### src/rtl/hood_mode_scheduler_if.sv
// Button/tick inputs and mode outputs of the range-hood mode scheduler.
// The master side drives the pulses; the slave side is the scheduler.
interface hood_mode_scheduler_if #(
  parameter int TIMER_W = 8
);
  logic               tick_1hz;
  logic               power_btn;
  logic               menu_btn;
  logic               lvl1_btn;
  logic               lvl2_btn;
  logic               lvl3_btn;
  logic               clean_btn;
  logic [2:0]         state;
  logic [1:0]         speed;
  logic [TIMER_W-1:0] timer;
  logic               hurricane_used;
  logic               alert;
  logic               clean_done;

  modport master (
    output tick_1hz, power_btn, menu_btn, lvl1_btn, lvl2_btn, lvl3_btn, clean_btn,
    input  state, speed, timer, hurricane_used, alert, clean_done
  );

  modport slave (
    input  tick_1hz, power_btn, menu_btn, lvl1_btn, lvl2_btn, lvl3_btn, clean_btn,
    output state, speed, timer, hurricane_used, alert, clean_done
  );
endinterface

### src/rtl/hood_mode_scheduler.sv
// Range-hood mode sequencer: power session, one-shot hurricane budget and self-clean.
// Define FUME_POSTRUN_EN to build the level-2 post-run stage after an early hurricane exit.
module hood_mode_scheduler #(
  parameter int HURRICANE_SEC = 60,
  parameter int POSTRUN_SEC   = 60,
  parameter int CLEAN_SEC     = 180,
  parameter int TIMER_W       = 8
) (
  input  logic                 clk,
  input  logic                 rst,
  hood_mode_scheduler_if.slave bus
);

  typedef enum logic [2:0] {
    S_OFF       = 3'd0,
    S_STANDBY   = 3'd1,
    S_EXTRACT   = 3'd2,
    S_HURRICANE = 3'd3,
    S_POSTRUN   = 3'd4,
    S_CLEAN     = 3'd5
  } state_e;

  typedef enum logic [2:0] {
    EV_NONE, EV_POWER, EV_MENU, EV_LVL3, EV_LVL2, EV_LVL1, EV_CLEAN, EV_TICK
  } event_e;

  localparam int TMAX = (1 << TIMER_W) - 1;
  // An out-of-range countdown setting keeps the hood parked in OFF instead of running truncated timers.
  localparam bit CFG_OK = (HURRICANE_SEC >= 1) && (HURRICANE_SEC <= TMAX) &&
                          (POSTRUN_SEC >= 1)   && (POSTRUN_SEC <= TMAX)   &&
                          (CLEAN_SEC >= 1)     && (CLEAN_SEC <= TMAX);
  localparam logic [TIMER_W-1:0] HURRICANE_T = TIMER_W'(HURRICANE_SEC);
  localparam logic [TIMER_W-1:0] CLEAN_T     = TIMER_W'(CLEAN_SEC);
`ifdef FUME_POSTRUN_EN
  localparam logic [TIMER_W-1:0] POSTRUN_T   = TIMER_W'(POSTRUN_SEC);
`endif
  localparam logic [TIMER_W-1:0] T_ONE       = TIMER_W'(1);

  state_e             state_q, state_d;
  logic [1:0]         speed_q, speed_d;
  logic [TIMER_W-1:0] timer_q, timer_d;
  logic               hu_q, hu_d;
  logic               alert_q, alert_d;
  logic               clean_done_q, clean_done_d;
  event_e             ev;
  logic [1:0]         lvl_speed;

  // Only the highest-priority pulse of the cycle is acted on.
  always_comb begin
    ev = EV_NONE;
    if (bus.power_btn)      ev = EV_POWER;
    else if (bus.menu_btn)  ev = EV_MENU;
    else if (bus.lvl3_btn)  ev = EV_LVL3;
    else if (bus.lvl2_btn)  ev = EV_LVL2;
    else if (bus.lvl1_btn)  ev = EV_LVL1;
    else if (bus.clean_btn) ev = EV_CLEAN;
    else if (bus.tick_1hz)  ev = EV_TICK;
  end

  assign lvl_speed = (ev == EV_LVL1) ? 2'd1 : 2'd2;

  always_comb begin
    state_d      = state_q;
    speed_d      = speed_q;
    timer_d      = timer_q;
    hu_d         = hu_q;
    alert_d      = 1'b0;
    clean_done_d = 1'b0;
    if (state_q != S_OFF && ev == EV_POWER) begin
      state_d = S_OFF;
      speed_d = 2'd0;
      timer_d = '0;
      hu_d    = 1'b0;
    end else begin
      case (state_q)
        S_OFF: begin
          if (ev == EV_POWER && CFG_OK) state_d = S_STANDBY;
        end
        S_STANDBY, S_EXTRACT: begin
          case (ev)
            EV_LVL1, EV_LVL2: begin
              state_d = S_EXTRACT;
              speed_d = lvl_speed;
            end
            EV_LVL3: if (!hu_q) begin
              state_d = S_HURRICANE;
              speed_d = 2'd3;
              timer_d = HURRICANE_T;
              hu_d    = 1'b1;
            end
            EV_MENU: if (state_q == S_EXTRACT) begin
              state_d = S_STANDBY;
              speed_d = 2'd0;
            end
            EV_CLEAN: if (state_q == S_STANDBY) begin
              state_d = S_CLEAN;
              speed_d = 2'd1;
              timer_d = CLEAN_T;
            end
            default: ;
          endcase
        end
        S_HURRICANE: begin
          case (ev)
            EV_LVL1, EV_LVL2: begin
              state_d = S_EXTRACT;
              speed_d = lvl_speed;
              timer_d = '0;
            end
            EV_MENU: begin
`ifdef FUME_POSTRUN_EN
              state_d = S_POSTRUN;
              speed_d = 2'd2;
              timer_d = POSTRUN_T;
`else
              state_d = S_STANDBY;
              speed_d = 2'd0;
              timer_d = '0;
`endif
            end
            EV_TICK: begin
              if (timer_q > T_ONE) timer_d = timer_q - T_ONE;
              else if (timer_q == T_ONE) begin
                timer_d = '0;
                alert_d = 1'b1;
                state_d = S_EXTRACT;
                speed_d = 2'd2;
              end
            end
            default: ;
          endcase
        end
`ifdef FUME_POSTRUN_EN
        S_POSTRUN: begin
          case (ev)
            EV_LVL1, EV_LVL2: begin
              state_d = S_EXTRACT;
              speed_d = lvl_speed;
              timer_d = '0;
            end
            EV_MENU: begin
              state_d = S_STANDBY;
              speed_d = 2'd0;
              timer_d = '0;
            end
            EV_TICK: begin
              if (timer_q > T_ONE) timer_d = timer_q - T_ONE;
              else if (timer_q == T_ONE) begin
                timer_d = '0;
                alert_d = 1'b1;
                state_d = S_STANDBY;
                speed_d = 2'd0;
              end
            end
            default: ;
          endcase
        end
`endif
        S_CLEAN: begin
          case (ev)
            EV_MENU: begin
              state_d = S_STANDBY;
              speed_d = 2'd0;
              timer_d = '0;
            end
            EV_TICK: begin
              if (timer_q > T_ONE) timer_d = timer_q - T_ONE;
              else if (timer_q == T_ONE) begin
                timer_d      = '0;
                alert_d      = 1'b1;
                clean_done_d = 1'b1;
                state_d      = S_STANDBY;
                speed_d      = 2'd0;
              end
            end
            default: ;
          endcase
        end
        default: begin
          state_d = S_OFF;
          speed_d = 2'd0;
          timer_d = '0;
          hu_d    = 1'b0;
        end
      endcase
    end
  end

  always_ff @(posedge clk or negedge rst) begin
    if (!rst) begin
      state_q      <= S_OFF;
      speed_q      <= 2'd0;
      timer_q      <= '0;
      hu_q         <= 1'b0;
      alert_q      <= 1'b0;
      clean_done_q <= 1'b0;
    end else begin
      state_q      <= state_d;
      speed_q      <= speed_d;
      timer_q      <= timer_d;
      hu_q         <= hu_d;
      alert_q      <= alert_d;
      clean_done_q <= clean_done_d;
    end
  end

  assign bus.state          = state_q;
  assign bus.speed          = speed_q;
  assign bus.timer          = timer_q;
  assign bus.hurricane_used = hu_q;
  assign bus.alert          = alert_q;
  assign bus.clean_done     = clean_done_q;

endmodule

### src/flat_wrapper.sv
// flat-port wrapper written by rule: the top's interface ports become plain ports
module hood_mode_scheduler_flat 
#(
  parameter int HURRICANE_SEC = 60,
  parameter int POSTRUN_SEC   = 60,
  parameter int CLEAN_SEC     = 180,
  parameter int TIMER_W       = 8
)
  (clk, rst, bus_tick_1hz, bus_power_btn, bus_menu_btn, bus_lvl1_btn, bus_lvl2_btn, bus_lvl3_btn, bus_clean_btn, bus_state, bus_speed, bus_timer, bus_hurricane_used, bus_alert, bus_clean_done);
  hood_mode_scheduler_if #(.TIMER_W(TIMER_W)) bus_i ();
  input  logic clk;
  input  logic rst;
  input wire logic [$bits(bus_i.tick_1hz)-1:0] bus_tick_1hz;
  input wire logic [$bits(bus_i.power_btn)-1:0] bus_power_btn;
  input wire logic [$bits(bus_i.menu_btn)-1:0] bus_menu_btn;
  input wire logic [$bits(bus_i.lvl1_btn)-1:0] bus_lvl1_btn;
  input wire logic [$bits(bus_i.lvl2_btn)-1:0] bus_lvl2_btn;
  input wire logic [$bits(bus_i.lvl3_btn)-1:0] bus_lvl3_btn;
  input wire logic [$bits(bus_i.clean_btn)-1:0] bus_clean_btn;
  output wire logic [$bits(bus_i.state)-1:0] bus_state;
  output wire logic [$bits(bus_i.speed)-1:0] bus_speed;
  output wire logic [$bits(bus_i.timer)-1:0] bus_timer;
  output wire logic [$bits(bus_i.hurricane_used)-1:0] bus_hurricane_used;
  output wire logic [$bits(bus_i.alert)-1:0] bus_alert;
  output wire logic [$bits(bus_i.clean_done)-1:0] bus_clean_done;
  assign bus_i.tick_1hz = bus_tick_1hz;
  assign bus_i.power_btn = bus_power_btn;
  assign bus_i.menu_btn = bus_menu_btn;
  assign bus_i.lvl1_btn = bus_lvl1_btn;
  assign bus_i.lvl2_btn = bus_lvl2_btn;
  assign bus_i.lvl3_btn = bus_lvl3_btn;
  assign bus_i.clean_btn = bus_clean_btn;
  assign bus_state = bus_i.state;
  assign bus_speed = bus_i.speed;
  assign bus_timer = bus_i.timer;
  assign bus_hurricane_used = bus_i.hurricane_used;
  assign bus_alert = bus_i.alert;
  assign bus_clean_done = bus_i.clean_done;
  hood_mode_scheduler #(.HURRICANE_SEC(HURRICANE_SEC), .POSTRUN_SEC(POSTRUN_SEC), .CLEAN_SEC(CLEAN_SEC), .TIMER_W(TIMER_W)) u_core (.clk(clk), .rst(rst), .bus(bus_i));
endmodule
### config.mk
export PLATFORM = sky130hd
export DESIGN_NAME = hood_mode_scheduler_flat
export DESIGN_NICKNAME = d
export VERILOG_FILES = /design/src/rtl/hood_mode_scheduler_if.sv /design/src/rtl/hood_mode_scheduler.sv /design/src/flat_wrapper.sv
export SDC_FILE = /design/constraint.sdc
export NUM_CORES = 1
export LEC_CHECK = 0
export CORE_ASPECT_RATIO = 0.5
export CORE_UTILIZATION = 30
export DETAILED_ROUTE_END_ITERATION = 10
export HOLD_SLACK_MARGIN = 0.15
export PLACE_DENSITY = 0.47
export SYNTH_ARGS = -nofsm -noshare
export SYNTH_HDL_FRONTEND = slang
export SYNTH_SLANG_ARGS = --single-unit
### constraint.sdc
create_clock -name clk -period 2.3 [get_ports clk]
set_input_delay 0.46 -clock clk [delete_from_list [all_inputs] [get_ports clk]]
set_output_delay 0.46 -clock clk [all_outputs]
set_load 0.01 [all_outputs]
==> results by group <==
Synth
  – Mapped Cells: 154
  – Area leader, netlist: dfrtp_1
  – Largest family of logic cells by synthesized area: compound AO/OA/AOI/OAI gates
  – Top-area cell type share of the netlist area: 0.288
  – Post-synth ARST share: 1.00
  – Syn avg cell area: 9.04 µm²
  – Synth Area in Simple Gates: 0.287
  – Synthesized flop and latch total: 16
  – Netlist Area Pre-Place: approximately 1400 µm²
  – Post-synthesis mux area share: 0.0395
  – Commonest cells post-synth: 16 x dfrtp_1, 14 x nor2_1, 7 x clkbuf_1, 7 x inv_1, 7 x nand2_1
  – Synth Area in Compound Gates: 0.294
  – Most common cell in the netlist: dfrtp_1
  – Ys Warns: 0
  – Top cells by area, synth: dfrtp_1 29%, nor2_1 3.8%, mux2_2 3.2%
  – Synth Area in XOR/XNOR: 0.0189
  – Synth Net Count: 165
  – Yosys cell types: 55
  – Adder-cell share of the synthesized area: 0.0180
  – Post-synthesis sequential area ratio: 0.288
  – Post-synth EDFFs: 0
  – Most common flop cell mapped by yosys: dfrtp_1

Global routing
  – Antenna violations before repair: 0
  – Vias in the first global route: 1,306
  – Overflow after GRT: 0
  – Global Route Usage Sum: 0.181
  – Global-route wire length before repair: 6820 µm
  – Largest net degree at the start of global routing: 17

Clocking
  – CTS tree: done
  – Root Buffer: clkbuf_8
  – Clock transition at path regs: 70 ps
  – Num CTS Buffers: 3
  – Clock Path Buffers: 2
  – CTS Hold Bufs: 0
  – Clk_lat worst skew: 260 ps
  – Htree depth: 1
  – Clock sink count: 16

Hold path
  – Hold Path Sink: u_core.bus.speed[1]
  – Hold path depth: 1
  – HP Class: reg -> reg
  – Hold Crit Start: u_core.bus.speed[1]

Finish
  – Final nets: around 220
  – ANT cells: 0
  – Post-route insts no fill: 262
  – Fill count: 460
  – Final core utilization: 0.456
  – Layout Cell Area excl Fill: 2020 µm²
  – Area growth syn-to-layout: 44.7%
  – Share of cells above drive strength 1: 0.298

Route
  – Routed WL per cell: approximately 16 µm
  – Drt via density: 5.28
  – DRT Wirelength: 4100 µm
  – Vias: 1,383
  – Initial DRC Count: 40
  – Final antenna-violating net count: 0
  – DR pass1 iterations: 6
  – DRC Markers: 0

Placed design
  – Post-DP Area: 1890 µm²
  – Inst Count DP: 255
  – Pre-CTS setup slack: -436 ps
  – Post-DP HPWL: 3110 µm
  – PortBufs: 24
  – RD Place Congestion: 0.842

Pwr
  – Worst vdd ir: between 0.2 and 0.3 mV
  – Pwr/cell area: approximately 910 nW/µm²
  – Pleak: 0.851 nW

Critical path
  – Critical path's largest stage delay: 560 ps
  – RR Startpoint: u_core.bus.timer[1]
  – Worst-path cell chain: dlygate4sd2_1 -> or4b_4 -> o221a_4 -> o2bb2ai_4 -> nor4b_4 -> mux2_4
  – R2R Setup Slk: 200 ps
  – Startpoint types: primary input
  – Arrival time at the worst endpoint: 2370 ps
  – CP max stage cell: or4b_4
  – Critical Path Sink Type: register
  – Reg2reg path depth: 7
  – Critical path type: in -> reg
  – WP data required: 2440 ps
  – Reg-to-Reg End: u_core.bus.speed[1]
  – Worst-path fanout max: 4

STA
  – Final hold vios: 0
  – Crit share post-route: 0.970
  – RSZ-0062 raised after global routing: no
  – Fmax: 448 MHz
  – Crit path time final: 2230 ps
  – Final setup viols: 0
  – Hold_ws: 522 ps
  – Worst slew margin: 0.661
  – Least-Margin Pin Slew: 496 ps
  – Layout Skew: 3.74 ps
  – Setup ws final: 69.6 ps
  – Slew Viols, Final: 0

Die
  – Die H: 50.2 µm
  – Die width: 98.4 µm
  – Starting Density: 0.315
  – Row count: 17
  – Die ar.: 4930 µm²
  – Num ports: 25
  – Core ar.: 4420 µm²

Run status
  – Outcome: finished clean

Run
  – Max cap viols: 0
[power by group]
| group | internal [mW] | switching (mW) | leakage (nW) |
|---|---|---|---|
| clock network | 0.152 | 0.114 | 0.0288 |
| logic | 0.587 | 0.533 | 0.607 |
| registers | 0.344 | 0.107 | 0.215 |
| total | 1.08 | 0.753 | 0.851 |
[placed cells by master (no fill, tap or decap), drive strengths merged, types with 6 or more instances in the layout]
cell and n:
a21oi 6, buf 34, clkdlybuf4s50 17, dfrtp 16, dlygate4sd2 7, inv 7, nand2 7, nor2 14
nor4 7, o211ai 6, o21ai 6, o2bb2ai 6
[stage by stage]
step | TNS (ps) | power (mW)
2_1_floorplan | 0 | 1.10
3_3_place_gp | -5110 | 1.54
3_5_place_dp | -4880 | 1.53
4_1_cts | 0 | 1.85
5_1_grt | 0 | 2.00
6_report | 0 | 1.84
[kinds of logic (layout without fill, tap and decap cells)]
| group | after synthesis | count (layout) |
|---|---|---|
| buffers and inverters | 18 | 69 |
| multiplexers | 5 | 5 |
| adder cells (fa/ha/maj) | 2 | 2 |
| flip-flops | 16 | 16 |
| XOR/XNOR | 3 | 3 |
| AO/OA/AOI/OAI | 47 | 47 |
| AND/OR/NAND/NOR | 63 | 63 |
[critical path: cells and delay by family]
kind,cells,cell delay (ps)
mux,1,330
simple gates,2,900
buf+inv,1,280
compound gates,2,400
[sequential cells by signal, summed over array words and instances (netlist names)]
signal and cells:
u_core.bus.alert 1, u_core.bus.clean_done 1, u_core.bus.hurricane_used 1, u_core.bus.speed 2, u_core.bus.state 3, u_core.bus.timer 8
[layout make-up]
type	instances	area (µm²)	area share
clock buffer	4	55.1	0.0273
inverter	7	26.3	0.0130
multi-input combinational	120	976	0.484
sequential	16	400	0.199
tap	57	71.3	0.0354
timing repair buffer	58	487	0.241
[how the worst max path moves through the flow]
stage / from / endpoint / slack, ps / depth (start not counted)
detailed placement: bus_clean_btn / u_core.bus.timer[4] / -440 / 9
floorplan: bus_menu_btn / u_core.bus.speed[0] / 40 / 6
finish: bus_lvl1_btn / u_core.bus.speed[1] / 70 / 6
CTS: bus_lvl1_btn / u_core.bus.speed[1] / 60 / 6
global route: bus_lvl2_btn / u_core.bus.speed[1] / 8 / 7
global placement: bus_clean_btn / u_core.bus.timer[7] / -480 / 9
[per-layer routing]
layer	vias up	part of all wire	global-route usage
met1	657	0.54	0.269
met4	0	0.0034	0.0473
met3	2	0.045	0.0418
met2	31	0.41	0.262
li1	693	-	-
met5	-	0	0
[repair_timing]
item / CTS / global route
buffers inserted: 3 / 0
resized for setup: 16 / 0
endpoints found under the setup margin: 12 / 0
Note: power is estimated with default switching activity, not from simulation.
